File: src/rtl/pipe_pkg.sv
// +----------------------------------------------------------------------------+
// | pipe_pkg : default widths and MEM-bundle bit indices shared by all the     |
// |            pipeline stage registers.                                       |
// | Revision : 1.0                                                             |
// +----------------------------------------------------------------------------+
`default_nettype none

package pipe_pkg;

  localparam int DATA_W       = 32;
  localparam int REG_AW       = 5;
  localparam int WB_W         = 2;
  localparam int MEM_W        = 5;

  localparam int BRANCH_BIT   = 2;
  localparam int MEMREAD_BIT  = 1;
  localparam int MEMWRITE_BIT = 0;

endpackage

`default_nettype wire

File: src/rtl/pipe_slot.sv
// +----------------------------------------------------------------------------+
// | pipe_slot : one pipeline slot, a valid bit plus a packed field register    |
// |             with load, drop and clear (flush) controls.                    |
// | Revision  : 1.0                                                            |
// +----------------------------------------------------------------------------+
`default_nettype none

module pipe_slot #(
  parameter int           W        = 8,
  parameter logic [W-1:0] CLR_MASK = '0
) (
  input  logic         clk,
  input  logic         rst_n,
  input  logic         load_i,
  input  logic         drop_i,
  input  logic         clear_i,
  input  logic [W-1:0] data_i,
  output logic         valid_o,
  output logic [W-1:0] data_o
);

  logic         valid_q, valid_d;
  logic [W-1:0] data_q, data_d;

  // Clear beats load beats drop; cleared control bits read as zero afterwards.
  always_comb begin
    valid_d = valid_q;
    data_d  = data_q;
    if (clear_i) begin
      valid_d = 1'b0;
      data_d  = data_q & ~CLR_MASK;
    end else if (load_i) begin
      valid_d = 1'b1;
      data_d  = data_i;
    end else if (drop_i) begin
      valid_d = 1'b0;
    end
  end

  always_ff @(posedge clk) begin
    if (!rst_n) begin
      valid_q <= 1'b0;
      data_q  <= '0;
    end else begin
      valid_q <= valid_d;
      data_q  <= data_d;
    end
  end

  assign valid_o = valid_q;
  assign data_o  = data_q;

endmodule

`default_nettype wire

File: src/rtl/ex_mem_pipe.sv
// +----------------------------------------------------------------------------+
// | ex_mem_pipe : EX->MEM stage register with valid/ready handshake, optional  |
// |               skid slot, flush and bubble masking of control bundles.      |
// | Revision    : 1.0                                                          |
// +----------------------------------------------------------------------------+
`default_nettype none

module ex_mem_pipe #(
  parameter int DATA_W     = pipe_pkg::DATA_W,
  parameter int REG_AW     = pipe_pkg::REG_AW,
  parameter int WB_W       = pipe_pkg::WB_W,
  parameter int MEM_W      = pipe_pkg::MEM_W,
  parameter int BRANCH_BIT = pipe_pkg::BRANCH_BIT,
  parameter int SKID       = 1
) (
  input  logic              clk,
  input  logic              rst_n,
  input  logic              in_valid,
  output logic              in_ready,
  input  logic              flush,
  input  logic [WB_W-1:0]   wb_in,
  input  logic [MEM_W-1:0]  mem_in,
  input  logic [DATA_W-1:0] adder_in,
  input  logic              zero_in,
  input  logic [DATA_W-1:0] alu_in,
  input  logic [DATA_W-1:0] rd2_in,
  input  logic [REG_AW-1:0] dest_in,
  output logic              out_valid,
  input  logic              out_ready,
  output logic [WB_W-1:0]   wb_out,
  output logic [MEM_W-1:0]  mem_out,
  output logic [DATA_W-1:0] adder_out,
  output logic              zero_out,
  output logic [DATA_W-1:0] alu_out,
  output logic [DATA_W-1:0] rd2_out,
  output logic [REG_AW-1:0] dest_out,
  output logic              branch_taken
);

  localparam int CTRL_W = WB_W + MEM_W;
  localparam int REC_W  = CTRL_W + 3 * DATA_W + 1 + REG_AW;
  // Control bundles sit in the top bits of the record and are zeroed on flush.
  localparam logic [REC_W-1:0] CTRL_MASK = {{CTRL_W{1'b1}}, {(REC_W - CTRL_W){1'b0}}};

  logic [REC_W-1:0]  w_in_rec;
  logic [REC_W-1:0]  w_main_d;
  logic [REC_W-1:0]  w_main_rec;
  logic [REC_W-1:0]  w_skid_rec;
  logic              w_main_valid;
  logic              w_skid_valid;
  logic              w_main_load;
  logic              w_accept;
  logic              w_consume;
  logic [WB_W-1:0]   w_wb;
  logic [MEM_W-1:0]  w_mem;

  assign w_in_rec  = {wb_in, mem_in, adder_in, zero_in, alu_in, rd2_in, dest_in};
  assign w_accept  = in_valid & in_ready;
  assign w_consume = w_main_valid & out_ready;
  assign w_main_d  = w_skid_valid ? w_skid_rec : w_in_rec;

  generate
    if (SKID != 0) begin : g_skid
      logic w_skid_load;

      // Registered ready: no combinational path from out_ready to in_ready.
      assign in_ready    = ~w_skid_valid;
      assign w_main_load = w_skid_valid ? w_consume
                                        : (w_accept & (~w_main_valid | w_consume));
      assign w_skid_load = w_accept & w_main_valid & ~w_consume;

      pipe_slot #(
        .W        (REC_W),
        .CLR_MASK (CTRL_MASK)
      ) u_skid (
        .clk     (clk),
        .rst_n   (rst_n),
        .load_i  (w_skid_load),
        .drop_i  (w_consume),
        .clear_i (flush),
        .data_i  (w_in_rec),
        .valid_o (w_skid_valid),
        .data_o  (w_skid_rec)
      );
    end else begin : g_no_skid
      assign in_ready     = ~w_main_valid | out_ready;
      assign w_main_load  = w_accept;
      assign w_skid_valid = 1'b0;
      assign w_skid_rec   = '0;
    end
  endgenerate

  pipe_slot #(
    .W        (REC_W),
    .CLR_MASK (CTRL_MASK)
  ) u_main (
    .clk     (clk),
    .rst_n   (rst_n),
    .load_i  (w_main_load),
    .drop_i  (w_consume),
    .clear_i (flush),
    .data_i  (w_main_d),
    .valid_o (w_main_valid),
    .data_o  (w_main_rec)
  );

  assign {w_wb, w_mem, adder_out, zero_out, alu_out, rd2_out, dest_out} = w_main_rec;

  assign out_valid    = w_main_valid;
  assign wb_out       = w_wb  & {WB_W{w_main_valid}};
  assign mem_out      = w_mem & {MEM_W{w_main_valid}};
  assign branch_taken = mem_out[BRANCH_BIT] & zero_out & w_main_valid;

endmodule

`default_nettype wire
File: config.mk
export PLATFORM = sky130hd
export DESIGN_NAME = ex_mem_pipe
export DESIGN_NICKNAME = d
export VERILOG_FILES = /design/src/rtl/pipe_pkg.sv /design/src/rtl/pipe_slot.sv /design/src/rtl/ex_mem_pipe.sv
export SDC_FILE = /design/constraint.sdc
export NUM_CORES = 1
export LEC_CHECK = 0
export ABC_AREA = 1
export BUFFER_PORTS_ARGS = -buffer_cell sky130_fd_sc_hd__buf_2
export CORE_ASPECT_RATIO = 0.6
export CORE_MARGIN = 5
export CORE_UTILIZATION = 55
export DETAILED_ROUTE_END_ITERATION = 8
export PLACE_DENSITY = 0.81
export RECOVER_POWER = 25
export SETUP_SLACK_MARGIN = 0.3
export SYNTH_ARGS = -nofsm -noshare
export SYNTH_HDL_FRONTEND = slang
export SYNTH_HIERARCHICAL = 1
export SYNTH_SLANG_ARGS = --single-unit
export TNS_END_PERCENT = 50
File: constraint.sdc
create_clock -name clk -period 2.68 [get_ports clk]
set_clock_uncertainty 0.2 [all_clocks]
set_input_delay 0.536 -clock clk [delete_from_list [all_inputs] [get_ports clk]]
set_output_delay 0.536 -clock clk [all_outputs]
set_load 0.02 [all_outputs]
* Word level (Yosys, flattened, before mapping) *
Cells that the tools add are included.

storage, ports and cells
  logic and storage cells = 31
  output and inout port bits = 112
  bits in registers = 220

cells by class
  reductions and logical operators = 5
  bitwise gates (word level) = 15
  muxes and demuxes = 5

operator list
  kind                 number
  109-bit 2-to-1 mux   1
  1-bit bitwise AND    7
  5-bit bitwise AND    1
  1-bit NOT            5
  1-bit 2-to-1 mux     4
  2-bit AND reduction  2
  2-bit nonzero test   2
  2-bit bitwise AND    1
  2-bit OR reduction   1
  1-bit OR             1

* Longest topological paths before layout *
Gate-level depths: netlist of the first run.

  depth after elaboration = 5
  gate-level depth with buffers = 11

* Cells and area by module *
Netlist of the first run, hierarchy kept.

modules (own cells, without submodules)
  module       area an instance (um2)  times used  cells an instance
  pipe_slot    4,596.9                 2           693
  ex_mem_pipe  1,477.7                 1           380

* Worst setup path after synthesis of the first run *
No wires, ideal clock.

  kind = flip-flop to flip-flop
  start = reg u_main.valid_q, in the netlist u_main/valid_o
  end = reg u_main.data_q[41], in the netlist u_main/data_o[41]
  data arrival time = 1.511 ns
  setup time = 0.113 ns
  period minus slack after synthesis = 1.823 ns
  data required time = 2.367 ns
  path slack = 0.857 ns
  path buffers = 3
  cell stages (with the launch flop) = 11
  cells stage by stage = dfxtp_1 > buf_2 > nand2_1 > inv_1 > nand2_1 > nand2_1 > buf_4 > clkbuf_1 > nand3_1 > nand2_1 > nor2_1

on the way
  word-level cells in the longest chain between the ends = 5
  elaborated cells between the ends (all ways) = 6

RTL lines
  what                             RTL line           RTL
  from (decl)                      pipe_slot.sv:22    logic valid_q, valid_d;
  from (signal assigned)           pipe_slot.sv:45    valid_q <= valid_d;
  1-bit bitwise AND *              ex_mem_pipe.sv:59  assign w_consume = w_main_valid & out_ready;
  via w_consume                    ex_mem_pipe.sv:53  logic w_consume;
  1-bit OR                         ex_mem_pipe.sv:69  : (w_accept & (~w_main_valid | w_consume));
  1-bit bitwise AND                ex_mem_pipe.sv:69
  1-bit 2-to-1 mux *               ex_mem_pipe.sv:68  assign w_main_load = w_skid_valid ? w_consume
  via w_main_load                  ex_mem_pipe.sv:51  logic w_main_load;
  2-bit AND reduction (no line) *  -
  to (signal assigned)             pipe_slot.sv:46    data_q <= data_d;
  to (decl)                        pipe_slot.sv:23    logic [W-1:0] data_q, data_d;

The timed path passes the listed nets; every way through them passes the cells marked *.
A chain may end at the register's enable or synchronous reset.

* Final worst setup path of the first run *
  start = reg g_skid.u_skid.valid_q, in the netlist g_skid.u_skid/valid_o
  end = out in_ready

on the way
  word-level cells in the longest chain between the ends = 1

RTL lines
  what                    RTL line           RTL
  from (decl)             pipe_slot.sv:22
  from (signal assigned)  pipe_slot.sv:45
  1-bit NOT               ex_mem_pipe.sv:67  assign in_ready = ~w_skid_valid;
  to (decl)               ex_mem_pipe.sv:19  output logic in_ready,

No other way between the ends.

==> results of run 1 <==
## final timing paths
check	startpoint	endpoint	slack [ns]	depth (start not counted)
worst max-delay path	g_skid.u_skid/valid_o	in_ready	0.41	2
worst min-delay path	mem_in[0]	g_skid.u_skid/data_o[102]	0.11	3
worst max register to register	g_skid.u_skid/valid_o	g_skid.u_skid/data_o[43]	0.53	8
worst min register to register	g_skid.u_skid/data_o[102]	g_skid.u_skid/data_o[102]	0.26	2
## placed cells by master, fill, tap and decap left out, drive strengths merged
master  instances
a21oi          16
buf           163
bufinv          1
clkbuf        110
clkinv          7
dfxtp         220
diode           2
inv           220
nand2         576
nand3         204
nor2          413
## kinds of logic (layout without fill, tap and decap cells)
family | after synthesis | count (layout) | synth area share
compound gates | 16 | 16 | 0.00750
buf+inv | 337 | 501 | 0.136
flops | 220 | 220 | 0.413
other cells | 0 | 2 | 0
simple gates | 1193 | 1193 | 0.444
## tightest hold or removal path, delay by kind of cell
family	cells	cell delay [ns]
simple gates	1	0.05
compound gates	1	0.05
buf+inv	1	0.11
## final cells by class
| cell class | instances | area share |
|---|---|---|
| flip-flops and latches | 220 | 0.356 |
| repair buffers | 244 | 0.106 |
| well taps | 246 | 0.0249 |
| multi-input cells | 1209 | 0.391 |
| clock inverters | 6 | 0.00445 |
| inverters | 222 | 0.0677 |
| diodes | 2 | 0.000404 |
| clock buffers | 29 | 0.0489 |
## stage by stage
step | cell area (um^2) | worst slack (ns) | util
floorplan | 10700 | 0.857 | -
global placement | 11800 | 0.603 | 0.621
detailed placement | 11800 | 0.544 | 0.621
CTS | 12500 | 0.403 | 0.655
global route | 12400 | 0.355 | 0.650
finish | 12400 | 0.414 | 0.650
## sequential cells by signal, summed over array words and instances, names as in the netlist
signal	cells
g_skid.u_skid/valid_o	1
u_main/data_o	109
g_skid.u_skid/data_o	109
u_main/valid_o	1
## per-layer routing
metal	global-route usage	vias up	wire, um
li1	-	5522	-
met1	0.342	4843	13200
met2	0.398	367	12900
met3	0.0516	51	2350
met4	0.0592	6	552
met5	0	-	41
## power breakdown
group | switching [uW] | total [uW] | internal [uW] | leakage (uW)
sequential | 71.8 | 3480 | 3400 | 0.00180
combinational | 675 | 1010 | 335 | 0.00446
clock | 1250 | 2910 | 1670 | 0.000332
==> impl_metrics.py, run 1 <==
metrics = {
    "status": {
        "status": "complete, no violations",
    },
    "sta": {
        "worstMarginPinSlew_ns": 0.530,
        "fin_crit_sh": 0.846,
        "setup_violations": 0,
        "hold_violations": 0,
        "max_freq_ghz": 0.441,
        "grt_setup_unrepaired": "false",
        "finalHoldWorstSlack_ns": 0.107,
        "setup_tns_ns": 0,
        "drv_slew": 0,
        "post-route-min-period_ns": 2.27,
        "max-slew-margin-rel": 0.647,
    },
    "setup_path": {
        "crit_path_end_kind": "output port",
        "crit_fanout": 37,
        "critPathTopFamily": "flip-flops",
        "critPathRequiredTime_ns": 1.94,
        "path_buf_inv": 2,
        "path_cells": "inv_4 > buf_2",
        "crit_path_max_incr_delay_ns": 0.62,
        "startpoint_type": "register",
        "cp_slowest_cell": "dfxtp_4",
        "arrival_ns": 1.53,
        "crit_type": "reg -> out",
    },
    "floorplan": {
        "num_rows": 39,
        "coreArea_mm2": 0.0190,
        "io_pins": 226,
        "initial_core_util": 0.561,
        "die_area_mm2": 0.0224,
        "die_y_um": 118,
        "die_w_um": 190,
    },
    "synth": {
        "synthTopCellsByArea": "dfxtp_1 41%, nand2_1 20%, nor2_1 14%, nand3_1 9.6%, inv_1 7.7%",
        "ys_seq_area_frac": 0.413,
        "ys_async_sr_fraction": 0,
        "synth-edff-count": 0,
        "yosys_register_bits": 220,
        "ys_top_cells_by_count": "576 x nand2_1, 411 x nor2_1, 220 x dfxtp_1, 219 x inv_1, 204 x nand3_1",
        "yosysWarnings": 6,
        "synthFlopType": "dfxtp_1",
        "yosysUniqueCellTypes": 12,
        "synth_area_leader_cell": "dfxtp_1",
        "avgSynthCellArea_um2": 6.04,
        "synth_top_area_frac": 0.413,
        "netlist_area_mm2": 0.0107,
        "synth.most_common_cell": "nand2_1",
        "synthCells": 1766,
        "synth_nets": 1880,
    },
    "clocking": {
        "htreeDepth": 1,
        "post_cts_buffers": 0,
        "cts_hold_buf": 0,
        "clkLatencyLatePin_ns": 0.49,
        "cts_buffers": 21,
        "clk_pin_slew_ns": 0.06,
        "cts_tree": "built",
        "clockBufferDepth": 3,
        "clock-root-buffer": "clkbuf_16",
        "cts_resized": 0,
        "cts_sinks": 220,
    },
    "layout": {
        "fin_cells": 2178,
        "layout-drive-gt1-share": 0.106,
        "num-fill-cells": 1887,
        "final-seq-area_mm2": 0.00441,
        "layout.nets": 2032,
        "syn_to_final_growth_pct": 16.0,
        "multi_input_area_mm2": 0.00484,
    },
    "placed_design": {
        "place_congestion": 0.842,
        "dp.cells": 2141,
        "io_buffers": 225,
        "dp_hpwl_mm": 18.2,
    },
    "power": {
        "peakVddDrop_mv": 0.419,
        "fin_total_pwr_uw": 7400,
        "leakagePower_uw": 0.00659,
        "powerDensity_mw_per_mm2": 598,
    },
    "route": {
        "post_drt_wl_per_cell_um": 13.3,
        "vias": 10800,
        "drc": 0,
        "postRouteWirelength_mm": 29.1,
        "drt_pass1_iterations": 7,
        "drt-initial-drc-count": 945,
        "viasPerCell": 4.95,
        "ant_nets": 0,
    },
    "global_routing": {
        "grt_pass1_wl_mm": 47.5,
        "grt_pass1_vias": 9887,
        "antenna_found_initial": 5,
        "grt_usage": 0.248,
        "grt_overflow": 0,
        "grt_max_degree": 110,
    },
    "flow_run": {
        "cap_violations": 0,
    },
    "min_path": {
        "min-delay-path-class": "in -> reg",
    },
}
Power figures use the tool's default switching activity.
==> inputs of run 2 (changes only) <==
==> constraint.sdc (replaced) <==
create_clock -name clk -period 2.3 [get_ports clk]
set_clock_uncertainty 0.2 [all_clocks]
set_input_delay 0.46 -clock clk [delete_from_list [all_inputs] [get_ports clk]]
set_output_delay 0.46 -clock clk [all_outputs]
set_load 0.02 [all_outputs]
==> impl_metrics.py, run 2 (synthesis results as in run 1) <==
metrics = {
    "sta": {
        "post-route-min-period_ns": 1.96,
        "hold_violations": 0,
        "setup_violations": 0,
        "setup_tns_ns": 0,
        "max_freq_ghz": 0.510,
        "grt_setup_unrepaired": "true",
        "fin_crit_sh": 0.852,
        "fin_ws_ns": 0.340,
        "finalHoldWorstSlack_ns": 0.0270,
        "max-slew-margin-rel": 0.377,
        "worstMarginPinSlew_ns": 0.935,
        "drv_slew": 0,
    },
    "setup_path": {
        "cp_slowest_cell": "dfxtp_2",
        "ff2ff_setup_slack_ns": 0.39,
        "r2r_cells": 9,
        "cp_common_cell": "buf_6",
        "path_cells": "buf_6 > nand2_2 > nor2_4 > buf_6",
        "critPathRequiredTime_ns": 1.64,
        "crit_path_end_kind": "output port",
        "r2r-start": "g_skid.u_skid/valid_o",
        "startpoint_type": "register",
        "arrival_ns": 1.30,
        "crit_type": "reg -> out",
        "crit_path_max_incr_delay_ns": 0.35,
        "r2r-end": "g_skid.u_skid/data_o[17]",
        "crit_fanout": 9,
    },
    "layout": {
        "finalCoreUtilization": 0.661,
        "layout.nets": 2040,
        "final_cell_mix": "574 x nand2_1, 409 x nor2_1, 218 x dfxtp_1",
        "final_common_cell": "nand2_1",
        "syn_to_final_growth_pct": 17.9,
        "num-fill-cells": 1813,
        "layout-drive-gt1-share": 0.113,
    },
    "global_routing": {
        "grt_overflow": 0,
        "grt_max_degree": 103,
        "use_met3": 0.0619,
        "grt_usage": 0.250,
        "grt_pass1_vias": 9691,
        "grt_pass1_wl_mm": 48.0,
        "antenna_found_initial": 5,
        "busiest_layer": "met2",
        "gr-usage-met1": 0.356,
        "use_met2": 0.388,
    },
    "floorplan": {
        "die_y_um": 118,
        "io_pins": 226,
        "num_rows": 39,
        "coreArea_mm2": 0.0190,
        "die_w_um": 190,
        "die_area_mm2": 0.0224,
        "initial_core_util": 0.561,
    },
    "status": {
        "status": "complete, no violations",
    },
    "route": {
        "ant_nets": 0,
        "drt_pass1_iterations": 5,
        "viasPerCell": 4.95,
        "drt-initial-drc-count": 904,
        "postRouteWirelength_mm": 30.1,
        "vias": 10800,
        "post_drt_wl_per_cell_um": 13.8,
        "drc": 0,
    },
    "clocking": {
        "clk_pin_slew_ns": 0.06,
        "clock-root-buffer": "clkbuf_16",
        "htreeDepth": 1,
        "clockBufferDepth": 3,
        "cts_sinks": 220,
        "cts_tree": "built",
        "clkLatencyLatePin_ns": 0.49,
        "cts_buffers": 22,
        "cts_hold_buf": 0,
    },
    "power": {
        "leakagePower_uw": 0.00668,
        "peakVddDrop_mv": 0.471,
        "powerDensity_mw_per_mm2": 706,
    },
    "placed_design": {
        "dp_worst_setup_slack_ns": 0.334,
        "place_congestion": 0.794,
        "io_buffers": 225,
        "dp_hpwl_mm": 18.2,
    },
    "flow_run": {
        "cap_violations": 0,
    },
    "min_path": {
        "min_path_cells": 3,
        "hold_end": "g_skid.u_skid/data_o[108]",
        "min-delay-path-class": "in -> reg",
        "holdCritStartpoint": "wb_in[1]",
    },
}
## run 2: cell count changes in the layout (fill, tap and decap cells not counted), sizes merged
cell / previous run / this run
clkbuf: 110 / 117
buf: 163 / 167
diode: 2 / 1
## run 2: worst max path at each step
stage / start / to / slack [ns] / depth (start not counted)
floorplan: u_main/valid_o / u_main/data_o[41] / 0.48 / 10
global placement: out_ready / u_main/data_o[20] / 0.36 / 9
detailed placement: out_ready / u_main/data_o[89] / 0.33 / 9
CTS: u_main/valid_o / branch_taken / 0.31 / 4
global route: g_skid.u_skid/valid_o / g_skid.u_skid/data_o[34] / 0.28 / 9
finish: u_main/valid_o / branch_taken / 0.34 / 4
## run 2: final cells by class
type | instances | area [um^2] | area share
flip-flops and latches | 220 | 4410 | 0.350
clock inverters | 6 | 55.1 | 0.00438
clock buffers | 33 | 683 | 0.0543
diodes | 1 | 2.50 | 0.000199
well taps | 246 | 308 | 0.0245
inverters | 222 | 843 | 0.0670
repair buffers | 251 | 1430 | 0.113
multi-input cells | 1209 | 4850 | 0.386
## run 2: power breakdown
part	total [uW]	internal (uW)	switching, uW	leakage, uW
Combinational	1190	397	790	0.00451
Sequential	4050	3970	87.3	0.00180
Clock	3640	2160	1480	0.000371
## run 2: per-stage QoR
step           power (uW)  instances  cell area (um^2)
2_1_floorplan        4910       1766             10700
3_3_place_gp         5310       2144             11800
3_5_place_dp         5330       2144             11800
4_1_cts              8950       2183             12600
5_1_grt              9270       2187             12600
6_report             8880       2188             12600
## run 2: worst max-delay path, delay by kind of cell, from the launching register on
family	cells	cell delay, ns
buf+inv	2	0.25
flops	1	0.35
simple gates	2	0.20
## run 2: metal layers
metal  share of wire  up-vias  wire length (um)
li1                -     5540                 -
met3            0.10       57              3060
met4           0.018       10               557
met1            0.45     4756             13400
met5          0.0018        -                54
met2            0.43      467             13000
## run 2: repair_timing
action / 4_1_cts / 5_1_grt
pin swaps: 0 / 2
gates resized for setup: 7 / 3
buffers inserted: 0 / 1
cloned: 0 / 3
setup endpoints to repair: 3 / 103
